File: src/rtl/ld_cell_ctrl_pkg.sv
// Shared types and constants for the rider-detect load-cell sequencer.
// Holds the sequencer state enum, A2D channel codes, default thresholds
// and the settle-timer width helper. Note: MIN_RIDER_WEIGHT - HYSTERESIS must not underflow.
package ld_cell_ctrl_pkg;

  typedef enum logic [1:0] {
    REQ_L  = 2'd0,
    REQ_R  = 2'd1,
    UPDATE = 2'd2,
    GAP    = 2'd3
  } ld_state_t;

  localparam logic [2:0] LFT_CHNL  = 3'b000;
  localparam logic [2:0] RGHT_CHNL = 3'b100;

  localparam logic [11:0] DFLT_MIN_RIDER_WEIGHT = 12'h200;
  localparam logic [11:0] DFLT_HYSTERESIS       = 12'h040;

  // Full-size timer is ~1.34 s at 50 MHz; the short one keeps sims quick.
  function automatic int tmr_width(input bit fast_sim);
    return fast_sim ? 15 : 26;
  endfunction

endpackage

File: src/rtl/ld_cell_ctrl_if.sv
// Request/ready conversion interface between the sequencer and the A2D.
// Ports: a2d_req/a2d_chnl from the requester, a2d_rdy/a2d_res back from the A2D.
// Requester holds a2d_req and a2d_chnl until a one-cycle a2d_rdy pulse.
interface ld_cell_ctrl_if;
  logic        a2d_req;
  logic [2:0]  a2d_chnl;
  logic        a2d_rdy;
  logic [11:0] a2d_res;

  modport master (
    output a2d_req,
    output a2d_chnl,
    input  a2d_rdy,
    input  a2d_res
  );

  modport slave (
    input  a2d_req,
    input  a2d_chnl,
    output a2d_rdy,
    output a2d_res
  );
endinterface

File: src/rtl/ld_cell_ctrl_settle_tmr.sv
// Saturating rider-settle timer; full when the counter is all-ones.
// Ports: clk, rst (sync, active-high), clr (sync clear, wins over count), full.
// Latency: clr takes effect on the next edge; no backpressure.
module settle_tmr
  import ld_cell_ctrl_pkg::*;
#(
  parameter bit FAST_SIM = 1'b0
) (
  input  logic clk,
  input  logic rst,
  input  logic clr,
  output logic full
);

  localparam int W = tmr_width(FAST_SIM);

  logic [W-1:0] cnt;

  always_ff @(posedge clk) begin
    if (rst || clr) begin
      cnt <= '0;
    end else if (!full) begin
      cnt <= cnt + W'(1);
    end
  end

  assign full = &cnt;

endmodule

File: src/rtl/ld_cell_ctrl.sv
// Round-robin left/right load-cell sequencer with rider hysteresis/diff flags.
// Ports: clk, rst (sync, active-high), a2d (master), clr_tmr, readings, flags, tmr_full, vld.
// Latency: flags/vld one edge after right capture; a2d_req held until a2d_rdy.
module ld_cell_ctrl
  import ld_cell_ctrl_pkg::*;
#(
  parameter logic [11:0] MIN_RIDER_WEIGHT = DFLT_MIN_RIDER_WEIGHT,
  parameter logic [11:0] HYSTERESIS       = DFLT_HYSTERESIS,
  parameter int unsigned SAMPLE_GAP       = 1024,
  parameter bit          FAST_SIM         = 1'b0
) (
  input  logic           clk,
  input  logic           rst,
  ld_cell_ctrl_if.master a2d,
  input  logic           clr_tmr,
  output logic [11:0]    lft_ld,
  output logic [11:0]    rght_ld,
  output logic           sum_gt_min,
  output logic           sum_lt_min,
  output logic           diff_gt_1_4,
  output logic           diff_gt_15_16,
  output logic           tmr_full,
  output logic           vld
);

  localparam int GAP_W = $clog2(SAMPLE_GAP + 1);

  localparam logic [12:0] THR_HI = {1'b0, MIN_RIDER_WEIGHT} + {1'b0, HYSTERESIS};
  localparam logic [12:0] THR_LO = {1'b0, MIN_RIDER_WEIGHT} - {1'b0, HYSTERESIS};

  ld_state_t        state;
  logic [GAP_W-1:0] gap_cnt;

  logic [12:0] sum;
  logic [11:0] diff;
  logic        rdy_ok;

  assign sum  = {1'b0, lft_ld} + {1'b0, rght_ld};
  assign diff = (lft_ld >= rght_ld) ? (lft_ld - rght_ld) : (rght_ld - lft_ld);

  // A ready only counts against a live request; this drops a stale ready
  // that lands in the first cycle after reset, before a2d_req has risen.
  assign rdy_ok = a2d.a2d_rdy && a2d.a2d_req;

  // a2d_req/a2d_chnl are assigned alongside each state transition, so they
  // reflect the state being entered and change only on clock edges.
  always_ff @(posedge clk) begin
    if (rst) begin
      state         <= REQ_L;
      gap_cnt       <= '0;
      a2d.a2d_req   <= 1'b0;
      a2d.a2d_chnl  <= LFT_CHNL;
      lft_ld        <= '0;
      rght_ld       <= '0;
      sum_gt_min    <= 1'b0;
      sum_lt_min    <= 1'b1;
      diff_gt_1_4   <= 1'b0;
      diff_gt_15_16 <= 1'b0;
      vld           <= 1'b0;
    end else begin
      unique case (state)
        REQ_L: begin
          a2d.a2d_req <= 1'b1;
          if (rdy_ok) begin
            lft_ld       <= a2d.a2d_res;
            state        <= REQ_R;
            a2d.a2d_chnl <= RGHT_CHNL;
          end else begin
            a2d.a2d_chnl <= LFT_CHNL;
          end
        end
        REQ_R: begin
          a2d.a2d_chnl <= RGHT_CHNL;
          if (rdy_ok) begin
            rght_ld     <= a2d.a2d_res;
            state       <= UPDATE;
            a2d.a2d_req <= 1'b0;
          end else begin
            a2d.a2d_req <= 1'b1;
          end
        end
        UPDATE: begin
          sum_gt_min    <= sum > THR_HI;
          sum_lt_min    <= sum < THR_LO;
          diff_gt_1_4   <= {1'b0, diff} > (sum >> 2);
          diff_gt_15_16 <= {1'b0, diff} > (sum - (sum >> 4));
          vld           <= 1'b1;
          // Loaded with the full gap so REQ_L is re-entered SAMPLE_GAP+1 edges later.
          gap_cnt       <= GAP_W'(SAMPLE_GAP);
          state         <= GAP;
          a2d.a2d_req   <= 1'b0;
        end
        GAP: begin
          if (gap_cnt == '0) begin
            state        <= REQ_L;
            a2d.a2d_req  <= 1'b1;
            a2d.a2d_chnl <= LFT_CHNL;
          end else begin
            gap_cnt      <= gap_cnt - GAP_W'(1);
            a2d.a2d_req  <= 1'b0;
          end
        end
      endcase
    end
  end

  settle_tmr #(
    .FAST_SIM (FAST_SIM)
  ) u_tmr (
    .clk  (clk),
    .rst  (rst),
    .clr  (clr_tmr),
    .full (tmr_full)
  );

endmodule

File: src/flat_wrapper.sv
// flat-port wrapper written by rule: the top's interface ports become plain ports
module ld_cell_ctrl_flat import ld_cell_ctrl_pkg::*;
#(
  parameter logic [11:0] MIN_RIDER_WEIGHT = DFLT_MIN_RIDER_WEIGHT,
  parameter logic [11:0] HYSTERESIS       = DFLT_HYSTERESIS,
  parameter int unsigned SAMPLE_GAP       = 1024,
  parameter bit          FAST_SIM         = 1'b0
)
  (clk, rst, clr_tmr, lft_ld, rght_ld, sum_gt_min, sum_lt_min, diff_gt_1_4, diff_gt_15_16, tmr_full, vld, a2d_a2d_req, a2d_a2d_chnl, a2d_a2d_rdy, a2d_a2d_res);
  ld_cell_ctrl_if a2d_i ();
  input  logic clk;
  input  logic rst;
  input  logic clr_tmr;
  output logic [11:0] lft_ld;
  output logic [11:0] rght_ld;
  output logic sum_gt_min;
  output logic sum_lt_min;
  output logic diff_gt_1_4;
  output logic diff_gt_15_16;
  output logic tmr_full;
  output logic vld;
  output wire logic [$bits(a2d_i.a2d_req)-1:0] a2d_a2d_req;
  output wire logic [$bits(a2d_i.a2d_chnl)-1:0] a2d_a2d_chnl;
  input wire logic [$bits(a2d_i.a2d_rdy)-1:0] a2d_a2d_rdy;
  input wire logic [$bits(a2d_i.a2d_res)-1:0] a2d_a2d_res;
  assign a2d_a2d_req = a2d_i.a2d_req;
  assign a2d_a2d_chnl = a2d_i.a2d_chnl;
  assign a2d_i.a2d_rdy = a2d_a2d_rdy;
  assign a2d_i.a2d_res = a2d_a2d_res;
  ld_cell_ctrl #(.MIN_RIDER_WEIGHT(MIN_RIDER_WEIGHT), .HYSTERESIS(HYSTERESIS), .SAMPLE_GAP(SAMPLE_GAP), .FAST_SIM(FAST_SIM)) u_core (.clk(clk), .rst(rst), .a2d(a2d_i), .clr_tmr(clr_tmr), .lft_ld(lft_ld), .rght_ld(rght_ld), .sum_gt_min(sum_gt_min), .sum_lt_min(sum_lt_min), .diff_gt_1_4(diff_gt_1_4), .diff_gt_15_16(diff_gt_15_16), .tmr_full(tmr_full), .vld(vld));
endmodule
File: config.mk
export PLATFORM = sky130hd
export DESIGN_NAME = ld_cell_ctrl_flat
export DESIGN_NICKNAME = d
export VERILOG_FILES = /design/src/rtl/ld_cell_ctrl_pkg.sv /design/src/rtl/ld_cell_ctrl_if.sv /design/src/rtl/ld_cell_ctrl_settle_tmr.sv /design/src/rtl/ld_cell_ctrl.sv /design/src/flat_wrapper.sv
export SDC_FILE = /design/constraint.sdc
export NUM_CORES = 1
export LEC_CHECK = 0
export ABC_AREA = 1
export CAP_MARGIN = 20
export CELL_PAD_IN_SITES_DETAIL_PLACEMENT = 1
export CELL_PAD_IN_SITES_GLOBAL_PLACEMENT = 2
export CORE_UTILIZATION = 25
export DETAILED_ROUTE_END_ITERATION = 10
export PLACE_DENSITY = 0.75
export SYNTH_ARGS = -nofsm -noshare
export SYNTH_HDL_FRONTEND = slang
export SYNTH_HIERARCHICAL = 1
export SYNTH_SLANG_ARGS = --single-unit
File: constraint.sdc
create_clock -name clk -period 3.8 [get_ports clk]
set_input_delay 0.38 -clock clk [delete_from_list [all_inputs] [get_ports clk]]
set_output_delay 0.38 -clock clk [all_outputs]
set_load 0.02 [all_outputs]
==> impl_metrics.yaml <==
clock_network:
  cts_buffers: 9
  clkSlewWorstSetupHoldPaths_ns: 0.07
  clock_sinks: 70
  ctsHtreeMaxLevel: 3
  clock_path_buffers: 2
  cts_hold_buf: 0
  cts_root_buffer: "clkbuf_16"
  clk_latency_ns: 0.34
  cts_tree: "done"
setup_path:
  worst-path-buf-inv: 5
  endpoint_kind: "flop"
  slowest_stage: "fa_1"
  critPathTopFamily: "compound AO/OA/AOI/OAI gates"
  cp.arrival_ns: 3.99
  start_kind: "flop"
  cpPeakStageDelay_ns: 0.41
  crit_chain: "buf_4, ha_1, inv_1, fa_1, a21oi_2, nand2_2, a21oi_4, nor2_1, a221oi_2, buf_4, xor2_1, inv_1, ha_1, inv_2, nor3_4, o21ai_1, nand2_1, nand3_1, nand2_1, nand2_1, a21oi_2, nand3_2, a21oi_2"
  worstPathMaxFanout: 4
  critPathLaunch: "u_core/rght_ld[0]$_SDFFE_PP0P_"
  cp.required_ns: 4.07
  r2r-start: "u_core/rght_ld[0]$_SDFFE_PP0P_"
  criticalPathCategory: "reg2reg"
drt:
  route.detailed.drc: 2
  dr.pass1.iters: 7
  dr.first_iter.drc_count: 276
  wl_per_cell_um: 14.5
  postRouteAntennaNets: 0
  routed_wl_um: 22000
  viasPerCell: 4.55
  vias: 6899
place:
  numPortBuffers: 47
  dp_hpwl_um: 18200
  post-place-ws_ns: -0.190
  gp_congestion: 0.864
timing:
  hold_violations: 0
  min_period_over_period: 0.979
  timing.fmax_mhz: 269
  finalWorstSetupSlack_ns: 0.0801
  fin_skew_ns: 0.0154
  hold-worst-slack_ns: 0.466
  slew_headroom: 0.421
  worst_pin_slew_ns: 0.867
  finalCriticalPeriod_ns: 3.72
  setup_viol: 0
  rsz0062_at_grt: "true"
  slew_violations: 0
synthesis:
  synth_area_um2: 6750
  ys.flop_type: "dfxtp_1"
  yosys.area.top_type_share: 0.208
  synth_common_cells: "254 x nand2_1, 140 x inv_1, 90 x nor2_1"
  yosysSeqAreaShare: 0.208
  yosys_warnings: 6
  ys_ff_latch: 70
  synth.avg_cell_area_um2: 6.50
  synth_edf_count: 0
  syn-instance-count: 1038
  yosys.area.top_type: "dfxtp_1"
  synthArstFlopShare: 0
  ys_types: 52
  synth_area_leaders: "dfxtp_1 21%, nand2_1 14%, ha_1 13%"
  yosys.cell_count.top_type: "nand2_1"
global_routing:
  first_global_vias: 7064
  grt_max_degree: 27
  grtUsageMet2: 0.268
  grt_pass1_wl_um: 36100
  use_met3: 0.0167
  met1_usage: 0.229
  busiest_layer: "met2"
  track_usage: 0.163
  grt-ovfl-total: 0
  antenna_found_initial: 0
floorplanning:
  die_h_um: 166
  die_w_um: 166
  die-area_um2: 27700
  row_count: 59
  initial_utilization: 0.257
  io_pins: 50
  core_area_um2: 26300
layout:
  nets: 1267
  drive_gt1_frac: 0.240
  n_antenna_cell: 0
  nFillCells: 3326
  syn2layout_area_growth_pct: 31.2
  regArea_um2: 1420
  multiInputGateArea_um2: 4820
min_path:
  min-delay-start: "u_core/gap_cnt[0]$_SDFFE_PP0P_"
  hp-class: "reg2reg"
status:
  outcome: "finished, violations left"
  violations: "DRC"
flow_run:
  cap_viol_max_count: 0
pwr:
  powerDensity_nw_per_um2: 1090
  leakage_nw: 4.13
  ir_worst_vdd_mv: 0.424
==> path summary, 6_finish.rpt <==
check,endpoint,slack (ns),cells past startpoint
max,u_core/diff_gt_15_16$_SDFFE_PP0P_,0.08,23
min,u_core/gap_cnt[0]$_SDFFE_PP0P_,0.47,1
max reg2reg,u_core/diff_gt_15_16$_SDFFE_PP0P_,0.08,23
min reg2reg,u_core/gap_cnt[0]$_SDFFE_PP0P_,0.47,1
==> timing repair <==
item                       CTS  global route
buffers inserted             0             3
pin swaps                    4            25
gates resized for setup     21            47
setup endpoints to repair    1             2
==> per-stage QoR <==
step / cell area [um^2] / power [W] / setup TNS, ns / cells / utilization
floorplan: 6780 / 0.00546 / 0 / 1039 / -
global placement: 8240 / 0.00790 / -0.0333 / 1496 / 0.314
detailed placement: 8240 / 0.00808 / -0.190 / 1496 / 0.314
CTS: 8610 / 0.00922 / 0 / 1512 / 0.328
global route: 8860 / 0.0107 / -0.193 / 1515 / 0.337
finish: 8860 / 0.00962 / 0 / 1515 / 0.337
==> power breakdown <==
part | internal (W) | switching [W]
Sequential | 0.000867 | 0.000100
Clock | 0.000517 | 0.000382
Combinational | 0.00330 | 0.00445
Total | 0.00469 | 0.00493
==> cell families after synthesis <==
| family | Yosys count | share of synthesized area |
|---|---|---|
| other cells | 1 | 0.000555 |
| compound gates | 152 | 0.129 |
| xor+xnor | 27 | 0.0350 |
| buf+inv | 186 | 0.122 |
| flops | 70 | 0.208 |
| simple gates | 526 | 0.360 |
| fa+ha+maj | 76 | 0.145 |
==> flip-flops by register name (all words and copies together), names as in the netlist <==
| signal | count |
|---|---|
| u_core/lft_ld | 12 |
| u_core/a2d.a2d_chnl | 1 |
| u_core/vld | 1 |
| u_core/a2d.a2d_req | 1 |
| u_core/state | 2 |
| u_core/gap_cnt | 11 |
| u_core/rght_ld | 12 |
| u_core/diff_gt_15_16 | 1 |
| u_core/u_tmr/cnt | 26 |
| u_core/diff_gt_1_4 | 1 |
| u_core/sum_gt_min | 1 |
| u_core/sum_lt_min | 1 |
==> placed cells by master, fill, tap and decap left out, types with 3 or more instances in the layout <==
master	synthesis	final
a21o_1	3	3
a21oi_2	8	14
dfxtp_1	70	64
dfxtp_4	0	4
buf_4	4	101
ha_4	0	12
ha_1	72	57
ha_2	0	3
nor2_4	6	6
clkdlybuf4s50_1	0	47
xnor2_1	13	13
clkbuf_16	0	9
o21ai_0	51	49
fa_2	0	3
nand4_1	13	13
nand2_1	254	241
nand2_4	7	7
a21oi_1	68	61
nand2_2	35	48
inv_1	140	135
a31oi_1	8	7
xor2_1	14	13
a21oi_4	2	3
inv_6	1	5
nand3_2	8	9
inv_4	4	4
nor2_1	90	85
inv_2	12	17
nand3_1	81	80
nor3_1	9	7
nor2_2	12	17
==> layout make-up <==
cell class                 count  area share
clock buffer                   9      0.0254
clock inverter                 7     0.00876
inverter                     161      0.0713
multi-input combinational    783       0.545
sequential                    70       0.160
tap                          335      0.0473
timing repair buffer         150       0.142
==> layer usage <==
layer  up-vias  part of all wire  wire, um
met5         -                 0         0
met3        11             0.020       439
met4         0            0.0097       214
li1       3576                 -         -
met1      3253              0.52     11400
met2        59              0.45      9920
Note: power is estimated with default switching activity, not from simulation.
